--- src/rtl/nn_pkg.sv ---
// Shared definitions for the neural-network layer blocks: fixed-point defaults,
// the element type and the layer sequencer state encoding.
package nn_pkg;

    localparam int FIXED_POINT_LENGTH_DEFAULT   = 16;
    localparam int FIXED_POINT_POSITION_DEFAULT = 10;

    typedef logic signed [FIXED_POINT_LENGTH_DEFAULT-1:0] fixed_t;

    typedef enum logic [1:0] {
        IDLE  = 2'd0,
        FETCH = 2'd1,
        DRAIN = 2'd2,
        DONE  = 2'd3
    } seq_state_e;

endpackage

--- src/rtl/latency_tag_pipe.sv ---
// Shift register carrying a valid flag and a row index alongside the multiplier
// pipeline, so each product arrives together with the neuron it belongs to.
module latency_tag_pipe #(
    parameter int DEPTH  = 4,
    parameter int ADDR_W = 4
) (
    input  logic              clk_in,
    input  logic              rst_n_in,
    input  logic              valid_in,
    input  logic [ADDR_W-1:0] addr_in,
    output logic [DEPTH-1:0]  valid_vec_out,
    output logic [ADDR_W-1:0] addr_out
);

    logic [DEPTH-1:0]  valid_r;
    logic [ADDR_W-1:0] addr_r [DEPTH];

    // Advance every tag one stage per clock; reset discards all in-flight tags.
    always_ff @(posedge clk_in or negedge rst_n_in) begin
        if (!rst_n_in) begin
            valid_r <= '0;
            for (int i = 0; i < DEPTH; i++) begin
                addr_r[i] <= '0;
            end
        end else begin
            valid_r[0] <= valid_in;
            addr_r[0]  <= addr_in;
            for (int i = 1; i < DEPTH; i++) begin
                valid_r[i] <= valid_r[i-1];
                addr_r[i]  <= addr_r[i-1];
            end
        end
    end

    assign valid_vec_out = valid_r;
    assign addr_out      = addr_r[DEPTH-1];

endmodule

--- src/rtl/dense_layer_sequencer.sv ---
// Runs one fully-connected layer: streams weight rows into the shared dot-product
// datapath and writes one (optionally ReLU-clamped) result per neuron.
module dense_layer_sequencer
    import nn_pkg::*;
#(
    parameter int VECTOR_LENGTH        = 16,
    parameter int FIXED_POINT_LENGTH   = FIXED_POINT_LENGTH_DEFAULT,
    parameter int FIXED_POINT_POSITION = FIXED_POINT_POSITION_DEFAULT,
    parameter int NEURON_COUNT         = 16,
    parameter int MULT_LATENCY         = 3,
    parameter int RELU_ENABLE          = 1,
    localparam int VEC_W  = VECTOR_LENGTH * FIXED_POINT_LENGTH,
    localparam int ADDR_W = (NEURON_COUNT > 1) ? $clog2(NEURON_COUNT) : 1
) (
    input  logic                          clk_in,
    input  logic                          rst_n_in,
    input  logic                          start_in,
    input  logic [VEC_W-1:0]              activation_in,
    output logic                          busy_out,
    output logic                          done_out,
    output logic                          weight_rd_en_out,
    output logic [ADDR_W-1:0]             weight_addr_out,
    input  logic [VEC_W-1:0]              weight_data_in,
    output logic [VEC_W-1:0]              mult_vector_1_out,
    output logic [VEC_W-1:0]              mult_vector_2_out,
    input  logic [FIXED_POINT_LENGTH-1:0] mult_product_in,
    output logic                          result_wr_en_out,
    output logic [ADDR_W-1:0]             result_addr_out,
    output logic [FIXED_POINT_LENGTH-1:0] result_data_out
);

    localparam int              TAG_DEPTH = 1 + MULT_LATENCY;
    localparam logic [ADDR_W-1:0] LAST_ROW = ADDR_W'(NEURON_COUNT - 1);

    if (NEURON_COUNT < 1 || MULT_LATENCY < 1 || FIXED_POINT_POSITION >= FIXED_POINT_LENGTH) begin : g_param_check
        $error("dense_layer_sequencer: unsupported parameter combination");
    end

    seq_state_e            state_r, state_next_s;
    logic [ADDR_W-1:0]     cnt_r, cnt_next_s;
    logic [VEC_W-1:0]      act_r;
    logic [TAG_DEPTH-1:0]  tag_valid_s;
    logic [ADDR_W-1:0]     tag_addr_s;
    logic                  fetch_s;
    logic                  write_s;
    logic                  drain_empty_s;

    assign fetch_s       = (state_r == FETCH);
    // The final stage is the write in progress; only earlier stages hold pending rows.
    assign drain_empty_s = (tag_valid_s[TAG_DEPTH-2:0] == '0);
    assign write_s       = tag_valid_s[TAG_DEPTH-1] && ((state_r == FETCH) || (state_r == DRAIN));

    // State, row counter and captured activation vector.
    always_ff @(posedge clk_in or negedge rst_n_in) begin
        if (!rst_n_in) begin
            state_r <= IDLE;
            cnt_r   <= '0;
            act_r   <= '0;
        end else begin
            state_r <= state_next_s;
            cnt_r   <= cnt_next_s;
            if ((state_r == IDLE) && start_in) begin
                act_r <= activation_in;
            end else begin
                act_r <= act_r;
            end
        end
    end

    // Next-state and row-counter logic.
    always_comb begin
        state_next_s = state_r;
        cnt_next_s   = cnt_r;
        case (state_r)
            IDLE: begin
                cnt_next_s = '0;
                if (start_in) begin
                    state_next_s = FETCH;
                end else begin
                    state_next_s = IDLE;
                end
            end
            FETCH: begin
                if (cnt_r == LAST_ROW) begin
                    state_next_s = DRAIN;
                end else begin
                    cnt_next_s = cnt_r + ADDR_W'(1'b1);
                end
            end
            DRAIN: begin
                if (drain_empty_s) begin
                    state_next_s = DONE;
                end else begin
                    state_next_s = DRAIN;
                end
            end
            DONE:    state_next_s = IDLE;
            default: state_next_s = IDLE;
        endcase
    end

    latency_tag_pipe #(
        .DEPTH  (TAG_DEPTH),
        .ADDR_W (ADDR_W)
    ) u_tag_pipe (
        .clk_in        (clk_in),
        .rst_n_in      (rst_n_in),
        .valid_in      (fetch_s),
        .addr_in       (cnt_r),
        .valid_vec_out (tag_valid_s),
        .addr_out      (tag_addr_s)
    );

    assign busy_out          = (state_r != IDLE);
    assign done_out          = (state_r == DONE);
    assign weight_rd_en_out  = fetch_s;
    assign weight_addr_out   = fetch_s ? cnt_r : '0;
    assign mult_vector_1_out = act_r;
    // Row data is only meaningful the cycle after a read; otherwise present zeros.
    assign mult_vector_2_out = tag_valid_s[0] ? weight_data_in : '0;
    assign result_wr_en_out  = write_s;
    assign result_addr_out   = write_s ? tag_addr_s : '0;

    // Activation function on the returning product.
    always_comb begin
        result_data_out = '0;
        if (!write_s) begin
            result_data_out = '0;
        end else if ((RELU_ENABLE != 0) && mult_product_in[FIXED_POINT_LENGTH-1]) begin
            result_data_out = '0;
        end else begin
            result_data_out = mult_product_in;
        end
    end

endmodule

--- config.mk ---
export PLATFORM = sky130hd
export DESIGN_NAME = dense_layer_sequencer
export DESIGN_NICKNAME = d
export VERILOG_FILES = /design/src/rtl/nn_pkg.sv /design/src/rtl/latency_tag_pipe.sv /design/src/rtl/dense_layer_sequencer.sv
export SDC_FILE = /design/constraint.sdc
export NUM_CORES = 1
export LEC_CHECK = 0
export CORE_AREA = 2 2 423 425
export CTS_CLUSTER_DIAMETER = 100
export CTS_CLUSTER_SIZE = 25
export DETAILED_ROUTE_END_ITERATION = 8
export DIE_AREA = 0 0 425 427
export PLACE_DENSITY = 0.33
export SLEW_MARGIN = 5
export SYNTH_ARGS = -nofsm -noshare
export SYNTH_HDL_FRONTEND = slang
export SYNTH_SLANG_ARGS = --single-unit
--- constraint.sdc ---
create_clock -name clk_in -period 1.8 [get_ports clk_in]
set_input_delay 0.36 -clock clk_in [delete_from_list [all_inputs] [get_ports clk_in]]
set_output_delay 0.36 -clock clk_in [all_outputs]
set_load 0.005 [all_outputs]
After elaboration in Yosys (flattened, before gate mapping)

Index checks and enable logic that the tools add are counted.

Input bits: 531
Register bits: 282

Reductions and logical operators: 8
Mux-type cells: 11
$add $sub $neg: 1
Equal/unequal tests: 6

Operators with widths:

| operator                                                              | count |
|---|---|
| 256-bit 2-to-1 mux                                                    | 1 |
| 15-bit 2-to-1 mux                                                     | 2 |
| 4-bit 2-to-1 mux                                                      | 3 |
| 2-bit case mux with 4 select lines                                    | 1 |
| 4-bit case mux with 2 select lines                                    | 1 |
| 4-bit by 1-bit adder with 4-bit output, second input constant         | 1 |
| 2-bit equality test, second input constant                            | 2 |
| 4-bit equality test, second input constant                            | 1 |
| 2-bit nonzero test                                                    | 2 |
| 3-bit zero test                                                       | 1 |
| 2-bit by 1-bit equality test with 1-bit output, second input constant | 1 |
| 1-bit logical AND                                                     | 2 |
| 2-bit zero test                                                       | 1 |
| 1-bit 2-to-1 mux                                                      | 2 |
| 2-bit 2-to-1 mux                                                      | 1 |
| 2-bit by 1-bit != test with 1-bit output, second input constant       | 1 |
| 2-bit != test, second input constant                                  | 1 |
| 2-bit AND reduction                                                   | 1 |
| 1-bit logical OR                                                      | 1 |

Longest topological paths before layout

Gate-level depths: netlist of run 1.

Word-level depth: 4
Gate-level depth with buffers: 7

Hierarchy

From an unflattened synthesis of run 1, not the netlist that was laid out.

Cells, all modules: 913
Area, all modules: 13233.9 sq um

Modules (own cells, without submodules):

| module                | cells each | times used | seq. area each (sq um) | area each (sq um) |
|---|---|---|---|---|
| dense_layer_sequencer | 889        | 1          | 6556.3                 | 12703.4 |
| latency_tag_pipe      | 24         | 1          | 500.5                  | 530.5 |

Worst setup path after synthesis of run 1

No wires, ideal clock.

Path type: flip-flop to output port
From: reg state_r[0]
To: out result_data_out[10]
Required time: 1.440 ns
Arrival: 1.418 ns
Setup slack: 0.022 ns
Stages on the path, launching flop included: 7
Cells stage by stage: dfrtp_1 > inv_1 > ha_1 > and2_1 > and2b_1 > clkbuf_1 > and2_1

Word-level cells in the longest chain between the ends: 4

RTL lines:

| item                                                                                  | line                         | source |
|---|---|---|
| start, declared                                                                       | dense_layer_sequencer.sv:39  | `seq_state_e state_r, state_next_s;` |
| start signal, assigned                                                                | dense_layer_sequencer.sv:60  | `state_r <= state_next_s;` |
| 2-bit by 1-bit equality test with 1-bit output or 2-bit equality test (tied branches) | dense_layer_sequencer.sv:51  | `assign write_s = tag_valid_s[TAG_DEPTH-1] && ((state_r == FETCH) \|\| (state_r == DRAIN));` |
| 1-bit logical OR (*)                                                                  | dense_layer_sequencer.sv:51  |  |
| 1-bit logical AND (*)                                                                 | dense_layer_sequencer.sv:51  |  |
| named net result_wr_en_out                                                            | dense_layer_sequencer.sv:27  | `output logic result_wr_en_out,` |
| 15-bit 2-to-1 mux (*)                                                                 | dense_layer_sequencer.sv:127 | `if (!write_s) begin` |
| end, declared                                                                         | dense_layer_sequencer.sv:29  | `output logic [FIXED_POINT_LENGTH-1:0] result_data_out` |

The timed path passes the listed nets; every way through them passes the cells marked *.

Worst setup path in the final report of run 1

From: reg u_tag_pipe.valid_r[0] (netlist: u_tag_pipe.valid_vec_out[0])
To: out mult_vector_2_out[95]

Word-level cells in the longest chain between the ends: 1

RTL lines:

| item                            | line                         | source |
|---|---|---|
| start, declared                 | latency_tag_pipe.sv:15       | `logic [DEPTH-1:0] valid_r;` |
| start signal, assigned          | latency_tag_pipe.sv:26       | `valid_r[0] <= valid_in;` |
| start signal, assigned by index | latency_tag_pipe.sv:29       | `valid_r[i] <= valid_r[i-1];` |
| 256-bit 2-to-1 mux              | dense_layer_sequencer.sv:120 | `assign mult_vector_2_out = tag_valid_s[0] ? weight_data_in : '0;` |
| end, declared                   | dense_layer_sequencer.sv:25  | `output logic [VEC_W-1:0] mult_vector_2_out,` |

Every way passes these cells.

==> results of run 1 <==
==> worst paths after layout <==
kind	start	to	slack [ns]	cells past startpoint
worst max register to register	u_tag_pipe.valid_vec_out[0]	state_r[0]	0.04	5
max in group asynchronous	rst_n_in	u_tag_pipe.valid_vec_out[0]	0.80	4
worst min register to register	u_tag_pipe.addr_r[10]	u_tag_pipe.addr_r[6]	0.34	0
worst max-delay path	u_tag_pipe.valid_vec_out[0]	mult_vector_2_out[95]	-0.71	5
worst min-delay path	rst_n_in	mult_vector_1_out[101]	0.22	2
min in group clk_in	u_tag_pipe.addr_r[10]	u_tag_pipe.addr_r[6]	0.34	0
==> kinds of logic after synthesis <==
logic type | after synthesis
adders and majority gates | 5
xor gates and xnor gates | 1
buffers and inverters | 64
DFF | 282
muxes | 258
and+or+nand+nor | 291
AOI/OAI and AO/OA | 7
other | 1
==> cells in the final DEF (no fill, tap or decap), drive strengths merged, types with 2 or more instances in the layout <==
cell type      synthesis  routed
diode                  0      12
and2                 275     275
clkbuf                30      70
and3                   4       4
dlymetal6s2s           0      16
clkdlybuf4s15          0      10
clkdlybuf4s50          0     900
nand3                  3       3
buf                   29     186
nand2                  4       4
dlygate4sd2            0      10
mux2                 258     258
ha                     5       5
dfrtp                282     282
a21oi                  2       2
inv                    5      18
nor2                   2       2
==> flip-flops by register name, indices dropped and copies added (netlist names) <==
signal and cells:
state_r 2, u_tag_pipe.addr_out 4, u_tag_pipe.addr_r 12, u_tag_pipe.valid_vec_out 4, mult_vector_1_out 256, cnt_r 4
==> worst register-to-register path, delay by kind of cell (launching register included) <==
family | cells | cell delay [ns]
compound gates | 1 | 0.15
mux | 1 | 0.16
buf+inv | 2 | 0.35
flops | 1 | 0.52
simple gates | 1 | 0.53
==> metrics by stage <==
step / hold slack [ns] / setup TNS (ns) / instances
after CTS: 0.160 / -208.55 / 4406
final: 0.225 / -145.75 / 4425
after floorplan: 0.0644 / 0 / 909
after detailed placement: 0.221 / -90.75 / 4356
after global placement: 0.220 / -92.12 / 4356
after global routing: 0.192 / -195.45 / 4416
==> repair_timing <==
action	CTS	global route
cloned	4	2
pin swaps	7	4
gates resized for setup	299	161
setup buffers	7	6
hold buffers	1	0
endpoints found under the hold margin	152	0
endpoints found under the setup margin	791	542
==> per-layer routing <==
| layer | part of all wire, % | global-route usage, % | up-vias |
|---|---|---|---|
| met4 | 3.2 | 2.78 | 28 |
| met5 | 0.21 | 0 | - |
| li1 | - | - | 5295 |
| met1 | 30 | 7.89 | 5674 |
| met3 | 7.5 | 3.01 | 108 |
| met2 | 59 | 18.2 | 498 |
==> area by class of cell <==
cell class | count | area, um^2
multi-input combinational | 563 | 4980
inverter | 5 | 18.8
clock inverter | 15 | 223
antenna | 12 | 30.0
timing repair buffer | 1170 | 11800
fill | 20000 | 150000
clock buffer | 23 | 576
sequential | 282 | 7060
tap | 2355 | 2950
==> power by group <==
part / internal [W] / switching [W] / total [W]
registers: 0.00943 / 0.00153 / 0.0110
clock network: 0.00270 / 0.00305 / 0.00575
logic: 0.0126 / 0.00736 / 0.0199
total: 0.0247 / 0.0120 / 0.0366
==> flow_summary.toml, run 1 <==
[outcome]
status = "complete, but fails checks"
violations = "negative setup slack"

[run]
cap_violations = 0

[place]
dpl_cell_area_mm2 = 0.0266
pre_cts_ws_ns = -0.382
place_congestion = 0.780
numPortBuffers = 1069
dp_hpwl_um = 73800

[global_routing]
grt_usage_pct = 8.86
grt_overflow = 0
grt_pass1_vias = 12500
antenna_found_initial = 37
grt_max_degree = 65
grt_pass1_wl_um = 111000

[layout]
final_core_util_pct = 15.6
drive_gt1_share_pct = 28.4
nets = 2580
synthToLayoutAreaGrowth_pct = 124
fin_area_mm2 = 0.0277

[floorplan]
die_x_um = 425
pin_count = 1071
coreArea_mm2 = 0.177
die_y_um = 427
rows = 155
initial_core_util_pct = 6.96
dieArea_mm2 = 0.181

[setup_path]
crit_required_ns = 1.44
critical_path.max_stage_delay_ns = 0.52
path_max_fanout = 16
crit_path_start_kind = "flop"
crit_chain = "buf_16 -> buf_4 -> buf_4 -> and2_1 -> clkdlybuf4s50_1"
crit_type = "reg -> out"
crit_top_cell = "buf_4"
crit_path_end_kind = "output port"
path_buf_inv = 4
critPathTopFamily = "buffers and inverters"
critPathSlowestCell = "dfrtp_4"
crit_arrival_ns = 2.15

[synth]
ys_top_cells_by_count = "282 x dfrtp_1, 275 x and2_1, 258 x mux2_2"
synthDistinctLibCells = 25
synth_compound_area_share_pct = 0.385
yosys.area.top_type = "dfrtp_1"
netlist_instances = 909
synth_edf_count = 0
yosys_warnings = 0
muxShareOfSynthArea_pct = 23.5
ys_seq_area_share_pct = 57.2
synthAdderAreaFrac_pct = 0.507
yosys.area_share.simple_pct = 14.7
async_reset_ff_share_pct = 100
synth-xor-area-share_pct = 0.0710
ys_ff_latch = 282
avgSynthCellArea_um2 = 13.6
synthesis.area_mm2 = 0.0123
yosys-top-cells-area = "dfrtp_1 57%, mux2_2 24%, and2_1 14%"
synth_nets = 1445
synth_top_family_by_area = "multiplexers"
synthFlopType = "dfrtp_1"
yosysMostFrequentCell = "dfrtp_1"
synth_top_area_share_pct = 57.2

[timing]
finalCritPeriodShare_pct = 139
slew_viol_final = 0
hold_viol_final = 0
clock_skew_ns = 0.0216
max_freq_mhz = 399
setup_viol = 485
rsz0062_at_grt = "true"
timing.final.ws_setup_ns = -0.707
min_period_ns = 2.51

[pwr]
total_power_w = 0.0366
vdd_drop_max_mv = 0.654
leakage_nw = 11.1
powerDensity_mw_per_mm2 = 1320

[routing]
vias_per_cell = 2.62
firstDrtPassIters = 4
post_drt_wl_per_cell_um = 19.4
remaining_drc_errors = 0
num_vias = 11600
wl_um = 85900
drtIter0Drc = 313
drtAntennaViolNets = 0

[cts]
clk_latency_ns = 0.57
cts_tree = "yes"
numCtsBuffers = 22
clockBufferDepth = 3
clockRootBuffer = "clkbuf_16"
path_clk_slew_ns = 0.10
htree_levels = 1
cts.sinks = 282

[min_path]
hold_path.class = "in -> async"
No activity file was read; power rests on OpenSTA's default activity.
==> inputs of run 2 (changes only) <==
SLEW_MARGIN = 20   (was 5)
==> results of run 2 <==
Same layout as run 1: the final DEF is identical, and so are final timing and power.
